## src/rtl/instruction_fetch.sv

```systemverilog
// Instruction fetch unit: owns the PC, reads instruction words over a req/ack port and
// holds each one for decode under valid/ready. FETCH_PERF_EN adds FetchCount/FlushCount.
module instruction_fetch #(
    parameter logic [31:0] RESET_PC = 32'h0000_0000
) (
    input  logic        Clock,
    input  logic        Reset,
    output logic        MemReq,
    output logic [31:0] MemAddr,
    input  logic        MemAck,
    input  logic [31:0] MemRData,
    output logic        InstrValid,
    input  logic        InstrReady,
    output logic [31:0] Instruction,
    output logic [6:0]  Opcode,
    output logic [31:0] InstrPC,
    input  logic        Redirect,
    input  logic [31:0] RedirectPC
`ifdef FETCH_PERF_EN
    ,
    output logic [31:0] FetchCount,
    output logic [31:0] FlushCount
`endif
);

    localparam int unsigned XLEN = 32;
    localparam int unsigned OPW  = 7;
    localparam logic [XLEN-1:0] NOP        = 32'h0000_0013;
    localparam logic [XLEN-1:0] WORD_BYTES = XLEN'(4);

    typedef enum logic [1:0] {
        IDLE  = 2'd0,
        FETCH = 2'd1,
        DRAIN = 2'd2,
        VALID = 2'd3
    } state_t;

    state_t          state;
    state_t          state_d;
    logic [XLEN-1:0] pc;
    logic [XLEN-1:0] pc_d;
    logic [XLEN-1:0] req_addr;
    logic [XLEN-1:0] req_addr_d;
    logic [XLEN-1:0] instr_q;
    logic [XLEN-1:0] instr_d;
    logic [XLEN-1:0] instr_pc_q;
    logic [XLEN-1:0] instr_pc_d;
    logic [XLEN-1:0] target;
    logic            consume;
    logic            flush;
    logic            unused_target_lsbs;

    // Redirect targets are word aligned; the low bits carry no information.
    assign target             = {RedirectPC[XLEN-1:2], 2'b00};
    assign unused_target_lsbs = ^RedirectPC[1:0];

    // State register
    always_ff @(posedge Clock) begin
        if (Reset) begin
            state <= IDLE;
        end else begin
            state <= state_d;
        end
    end

    // Next-state and datapath update decisions
    always_comb begin
        state_d    = state;
        pc_d       = pc;
        req_addr_d = req_addr;
        instr_d    = instr_q;
        instr_pc_d = instr_pc_q;
        consume    = 1'b0;
        flush      = 1'b0;
        case (state)
            IDLE: begin
                state_d    = FETCH;
                req_addr_d = pc;
            end
            FETCH: begin
                if (Redirect) begin
                    flush = 1'b1;
                    pc_d  = target;
                    if (MemAck) begin
                        req_addr_d = target;
                    end else begin
                        state_d = DRAIN;
                    end
                end else if (MemAck) begin
                    instr_d    = MemRData;
                    instr_pc_d = req_addr;
                    pc_d       = req_addr + WORD_BYTES;
                    state_d    = VALID;
                end
            end
            DRAIN: begin
                // The outstanding request must complete; its data is thrown away.
                if (Redirect) begin
                    flush = 1'b1;
                    pc_d  = target;
                end
                if (MemAck) begin
                    req_addr_d = Redirect ? target : pc;
                    state_d    = FETCH;
                end
            end
            VALID: begin
                if (Redirect) begin
                    flush      = 1'b1;
                    pc_d       = target;
                    req_addr_d = target;
                    state_d    = FETCH;
                end else if (InstrReady) begin
                    consume    = 1'b1;
                    req_addr_d = pc;
                    state_d    = FETCH;
                end
            end
            default: begin
                state_d = IDLE;
            end
        endcase
    end

    // Outputs decoded from the registered state only
    always_comb begin
        MemReq     = 1'b0;
        InstrValid = 1'b0;
        case (state)
            FETCH, DRAIN: MemReq     = 1'b1;
            VALID:        InstrValid = 1'b1;
            default:      ;
        endcase
    end

    // PC, request address and held instruction
    always_ff @(posedge Clock) begin
        if (Reset) begin
            pc         <= RESET_PC;
            req_addr   <= RESET_PC;
            instr_q    <= NOP;
            instr_pc_q <= RESET_PC;
        end else begin
            pc         <= pc_d;
            req_addr   <= req_addr_d;
            instr_q    <= instr_d;
            instr_pc_q <= instr_pc_d;
        end
    end

    assign MemAddr     = req_addr;
    assign Instruction = instr_q;
    assign InstrPC     = instr_pc_q;
    assign Opcode      = instr_q[OPW-1:0];

`ifdef FETCH_PERF_EN
    // Consumed-instruction and flush counters, free-running modulo 2^32
    always_ff @(posedge Clock) begin
        if (Reset) begin
            FetchCount <= '0;
            FlushCount <= '0;
        end else begin
            if (consume) begin
                FetchCount <= FetchCount + XLEN'(1);
            end
            if (flush) begin
                FlushCount <= FlushCount + XLEN'(1);
            end
        end
    end
`else
    logic unused_perf_events;
    assign unused_perf_events = consume ^ flush;
`endif

endmodule

```

## config.mk

```make
export PLATFORM = sky130hd
export DESIGN_NAME = instruction_fetch
export DESIGN_NICKNAME = d
export VERILOG_FILES = /design/src/rtl/instruction_fetch.sv
export SDC_FILE = /design/constraint.sdc
export NUM_CORES = 1
export LEC_CHECK = 0
export CAP_MARGIN = 20
export CORE_AREA = 2 2 133 135
export DETAILED_ROUTE_END_ITERATION = 8
export DIE_AREA = 0 0 135 137
export DONT_BUFFER_PORTS = 1
export SETUP_SLACK_MARGIN = 0.2
export SYNTH_ARGS = -nofsm -noshare
export SYNTH_HDL_FRONTEND = slang
export SYNTH_SLANG_ARGS = --single-unit
```

## constraint.sdc

```tcl
create_clock -name Clock -period 2.69 [get_ports Clock]
set_input_delay 0 -clock Clock [delete_from_list [all_inputs] [get_ports Clock]]
set_output_delay 0 -clock Clock [all_outputs]
set_load 0.005 [all_outputs]
```

* Yosys cells after proc, flatten, opt, wreduce, memory -nomap -nowiden
Index checks and enable logic that the tools add are counted.
** Storage, ports and cells
- Bits in read-only memories :: 0
- Output and inout bits :: 105
- Memories :: 0
- Logic and storage cells :: 43
- Flip-flop bits (word level) :: 130
- Bits in latches :: 0
- RAM bits :: 0
** Cells by class
- Bitwise logic cells :: 1
- Add/subtract/negate cells :: 1
- $lt $le $gt $ge :: 0
- $mul :: 0
- Reduce and logical (&&, ||, !) cells :: 8
- Equality and inequality tests :: 9
- Shift-type cells :: 0
- Muxes and demuxes :: 19
- Div/mod/pow operators :: 0
** Operators with widths (number)
- 2-to-1 mux 32 bit :: 8
- case mux 32 bit (4 select lines) :: 1
- case mux 32 bit (2 select lines) :: 1
- adder 32 x 3 -> 32 bit (second input constant) :: 1
- 2-to-1 mux 2 bit :: 6
- inequality test 3 bit (second input constant) :: 3
- case mux 2 bit (4 select lines) :: 1
- AND reduction 4 bit :: 2
- inequality test 2 bit (second input constant) :: 3
- equality test 2 bit (second input constant) :: 2
- OR reduction 2 bit :: 2
- AND reduction 3 bit :: 1
- equality test 2 x 1 -> 1 bit (second input constant) :: 1
- zero test 2 bit :: 1
- 2-to-1 mux 1 bit :: 2
- AND reduction 2 bit :: 1
- nonzero test 2 bit :: 1
- inverter 1 bit :: 1

* Longest topological paths before layout
- Depth after elaboration :: 4
- Depth in mapped cells :: 9
- Depth with buffers taken out :: 7

* Worst setup path after synthesis
OpenSTA, ideal clock, no wires.
- Path kind :: flip-flop to flip-flop
- From :: reg state[0]
- To :: reg pc[6]
- Data arrival time :: 1.732 ns
- Setup time :: 0.119 ns
- Path buffers :: 2
- Cell stages (with the launch flop) :: 9
- Data required time :: 2.571 ns
- Slack :: 0.839 ns
- Cell sequence :: dfxtp_1 inv_1 ha_1 or2_1 clkbuf_1 clkbuf_1 nor2_1 a2bb2oi_1 o221a_2
** On the way
- Word-level cells in the longest chain between the ends :: 4
- Elaborated cells between the ends (all ways) :: 8
** RTL lines
- start: declaration :: line 38 : state_t state;
- start signal: assignment :: line 62 : state <= state_d;
- equality test 2 bit :: line 75 : case (state)
- OR reduction 2 bit (no source line)
- nonzero test 2 bit (no source line)
- AND reduction 2 bit (no source line)
- end signal: assignment :: line 144 : pc <= pc_d;
- end: declaration :: line 40 : logic [XLEN-1:0] pc;
Parallel ways exist; a longest one is shown, timed or not.
A chain may end at the register's enable or synchronous reset.

* Worst setup path after layout
- From :: reg state[0]
- To :: reg pc[7]
Same word-level chain as after synthesis.

==> impl_metrics.env <==
export IMPL_drive_above_1_share_pct=9.554
export IMPL_fin_total_pwr_uw=5492
export IMPL_cts_made_buffers=17
export IMPL_max_clock_path_buffers=2
export IMPL_antenna_found_initial=1
export IMPL_rsz0062_at_grt="false"
export IMPL_drv_slew=0
export IMPL_cts_tree="yes"
export IMPL_worst_slew_pin_slew_ns=0.8142
export IMPL_whs_path_depth=3
export IMPL_period_minus_slack_ns=2.347
export IMPL_p_sw_uw=1488
export IMPL_crit_required_ns=3.04
export IMPL_place_inst=911
export IMPL_synth_edf_count=0
export IMPL_async_flop_share_pct=0
export IMPL_grt_pass1_wl_um=27880
export IMPL_coreArea_um2=17060
export IMPL_syn_nets=804
export IMPL_drtPass1Iterations=5
export IMPL_min_path_type="input pin to flop"
export IMPL_area_growth_pct=25.17
export IMPL_r2r_end="pc[7]"
export IMPL_max_cap_viol_count=0
export IMPL_p_int_uw=4004
export IMPL_finalSetupViolations=0
export IMPL_clockPowerShare_pct=44.3
export IMPL_clock_sink_count=130
export IMPL_synth_top_area_cell="dfxtp_1"
export IMPL_cts_resized=0
export IMPL_reg2reg_depth=8
export IMPL_reg2reg_slack_ns=0.34
export IMPL_grt_ovfl_total=0
export IMPL_tns_ns=0
export IMPL_start_kind="flop"
export IMPL_h_tree_depth=4
export IMPL_placement_io_buffers=0
export IMPL_drtAntennaViolNets=0
export IMPL_worst_skew_pair_late_latency_ns=0.41
export IMPL_synthesis_area_um2=5914
export IMPL_ys_top_cells_by_area="dfxtp_1 (44%), nand2_1 (9.5%), a21oi_1 (5.8%)"
export IMPL_worst_hold_path_endpoint="pc[17]"
export IMPL_hold_path_startpoint="Redirect"
export IMPL_avgRoutedWirePerCell_um=17.42
export IMPL_synth_area_per_cell_um2=8.102
export IMPL_drc_errors=0
export IMPL_fill_cells=1709
export IMPL_criticalPathCategory="flop to flop"
export IMPL_cts_setup_buffers=0
export IMPL_die_area_um2=18500
export IMPL_viasPerCell=5.331
export IMPL_clkTransAtPathRegs_ns=0.06
export IMPL_fin_nets=847
export IMPL_layout_common_cells="nand2_1 (150), dfxtp_1 (130), a21oi_1 (69)"
export IMPL_yosys_warnings=0
export IMPL_dp_final_hpwl_um=11170
export IMPL_crit_path_end_kind="flop"
export IMPL_postLayoutCellArea_um2=7403
export IMPL_grt_max_degree=123
export IMPL_die_h_um=137
export IMPL_die_x_um=135
export IMPL_netlist_area_leader_share_pct=44.00
export IMPL_vias=5395
export IMPL_grt_use_total_pct=19.17
export IMPL_peakVddDrop_uv=511.6
export IMPL_p_comb_share_pct=14.6
export IMPL_initial_utilization_pct=34.68
export IMPL_final_cells=1012
export IMPL_syn_instance_count=730
export IMPL_leakage_uw=0.002559
export IMPL_io_pin_count=174
export IMPL_cp_arrival_ns=2.70
export IMPL_grt_pass1_vias=5212
export IMPL_final_hold_violation_count=0
export IMPL_fp_row_count=48
export IMPL_status="finished, final reports clean"
export IMPL_drt_initial_drc_count=360
export IMPL_drt_wl_total_um=17630
export IMPL_skew_ns=0.01021
export IMPL_finalWeightedCongestion=0.7558
export IMPL_yosysSeqAreaShare_pct=44.00
export IMPL_cellPowerDensity_nw_per_um2=741.8
export IMPL_synth_seq_cells=130
export IMPL_path_max_fanout=6
export IMPL_layout_cells_most_common="nand2_1"
export IMPL_power_frac_seq_pct=41.1
export IMPL_timing_final_crit_share_pct=87.24
export IMPL_fmaxAchievable_ghz=0.4261
export IMPL_synth_cell_types=56
export IMPL_synth_ff_type="dfxtp_1"
export IMPL_place_area_um2=6083
export IMPL_reg2reg_from="state[0]"
export IMPL_root_buffer="clkbuf_16"
export IMPL_netSwitchingFraction_pct=27.10
export IMPL_worst_slew_margin_rel_pct=45.54
==> routing by layer <==
layer	routed length (µm)	vias to the layer above	global-route usage (%)
met5	0	-	0
met4	261	0	5.787
met3	1309	19	6.296
met2	8391	177	31.56
met1	7672	2532	23.91
li1	-	2667	-
==> state kept, by name, indices dropped and copies added, names as in the netlist <==
register     flops
InstrPC         32
Instruction     32
MemAddr         32
pc              32
state            2
==> critical path, stage by stage, from the launching register on <==
cell,delay [ns]
dfxtp_1,0.41
inv_1,0.10
ha_1,0.24
nor2_1,0.23
buf_4,0.19
nor2_1,0.04
a211o_1,0.26
a311oi_1,0.24
dlygate4sd3_1,0.58
==> cell usage after synthesis, types with 2 or more instances <==
master,instances
o21a_1,2
nor3_2,3
a22oi_1,44
xor2_1,6
nor4_1,2
o211ai_1,2
clkbuf_1,41
o31a_1,2
inv_2,2
a2bb2oi_1,2
o2bb2ai_1,2
xnor2_1,19
buf_2,12
nand2b_1,4
o21ai_0,16
o221ai_1,4
nor2_1,60
a21o_1,2
o22ai_1,12
and4_1,4
ha_1,5
nand4_1,6
a211oi_1,40
nand2_1,150
nand3_1,15
a21oi_1,69
inv_1,10
and3_1,5
dfxtp_1,130
and2_1,2
nor3_1,8
buf_4,11
nor4_2,4
o21ai_1,4
a31oi_1,7
buf_1,3
==> cell type report <==
type	count	area, µm²	area share, %
clock buffers	20	456.7	6.169
clock inverters	11	160.2	2.163
diodes	2	5.005	0.06760
multi-input cells	520	2974	40.17
well taps	225	281.5	3.803
inverters	12	45.04	0.6084
flip-flops and latches	130	2603	35.15
repair buffers	92	878.3	11.86
==> worst max-delay path by stage <==
stage	slack, ns	from	depth (start not counted)	endpoint
after floorplan	0.84	state[0]	8	pc[6]
after global placement	0.57	state[0]	9	pc[14]
after detailed placement	0.49	state[0]	9	pc[15]
after CTS	0.35	state[0]	8	pc[7]
after global routing	0.20	state[0]	8	pc[7]
final	0.34	state[0]	8	pc[7]
==> per-stage QoR <==
stage          util, %  hold slack [ns]  worst slack (ns)
2_1_floorplan        -           0.1242            0.8391
3_3_place_gp     35.67          0.07567            0.5736
3_5_place_dp     35.67          0.07939            0.4921
4_1_cts          43.38         0.001462            0.3493
5_1_grt          43.38          0.01818            0.2027
6_report         43.41          0.02232            0.3432
==> cells by family (layout without fill, tap and decap cells) <==
| kind of cell | Yosys count | in the layout | synth area share, % |
|---|---|---|---|
| AOI/OAI and AO/OA | 222 | 222 | 24.71 |
| adders and majority gates | 5 | 5 | 1.058 |
| xor gates and xnor gates | 25 | 25 | 3.702 |
| other | 0 | 2 | 0 |
| and+or+nand+nor | 268 | 268 | 20.37 |
| buffers and inverters | 80 | 135 | 6.156 |
| DFF | 130 | 130 | 44.00 |
==> power by group through the flow <==
stage / clock network, µW / registers (µW) / logic, µW
finish: 2430 / 2250 / 804
global route: 2570 / 2280 / 895
CTS: 2480 / 2260 / 807
detailed placement: 0 / 2300 / 672
global placement: 0 / 2300 / 661
floorplan: 0 / 2240 / 547
==> timing repair <==
action,4_1_cts,5_1_grt
endpoints found under the hold margin,130,0
endpoints found under the setup margin,0,0
hold buffers,68,0
(Power assumes the default switching activity.)
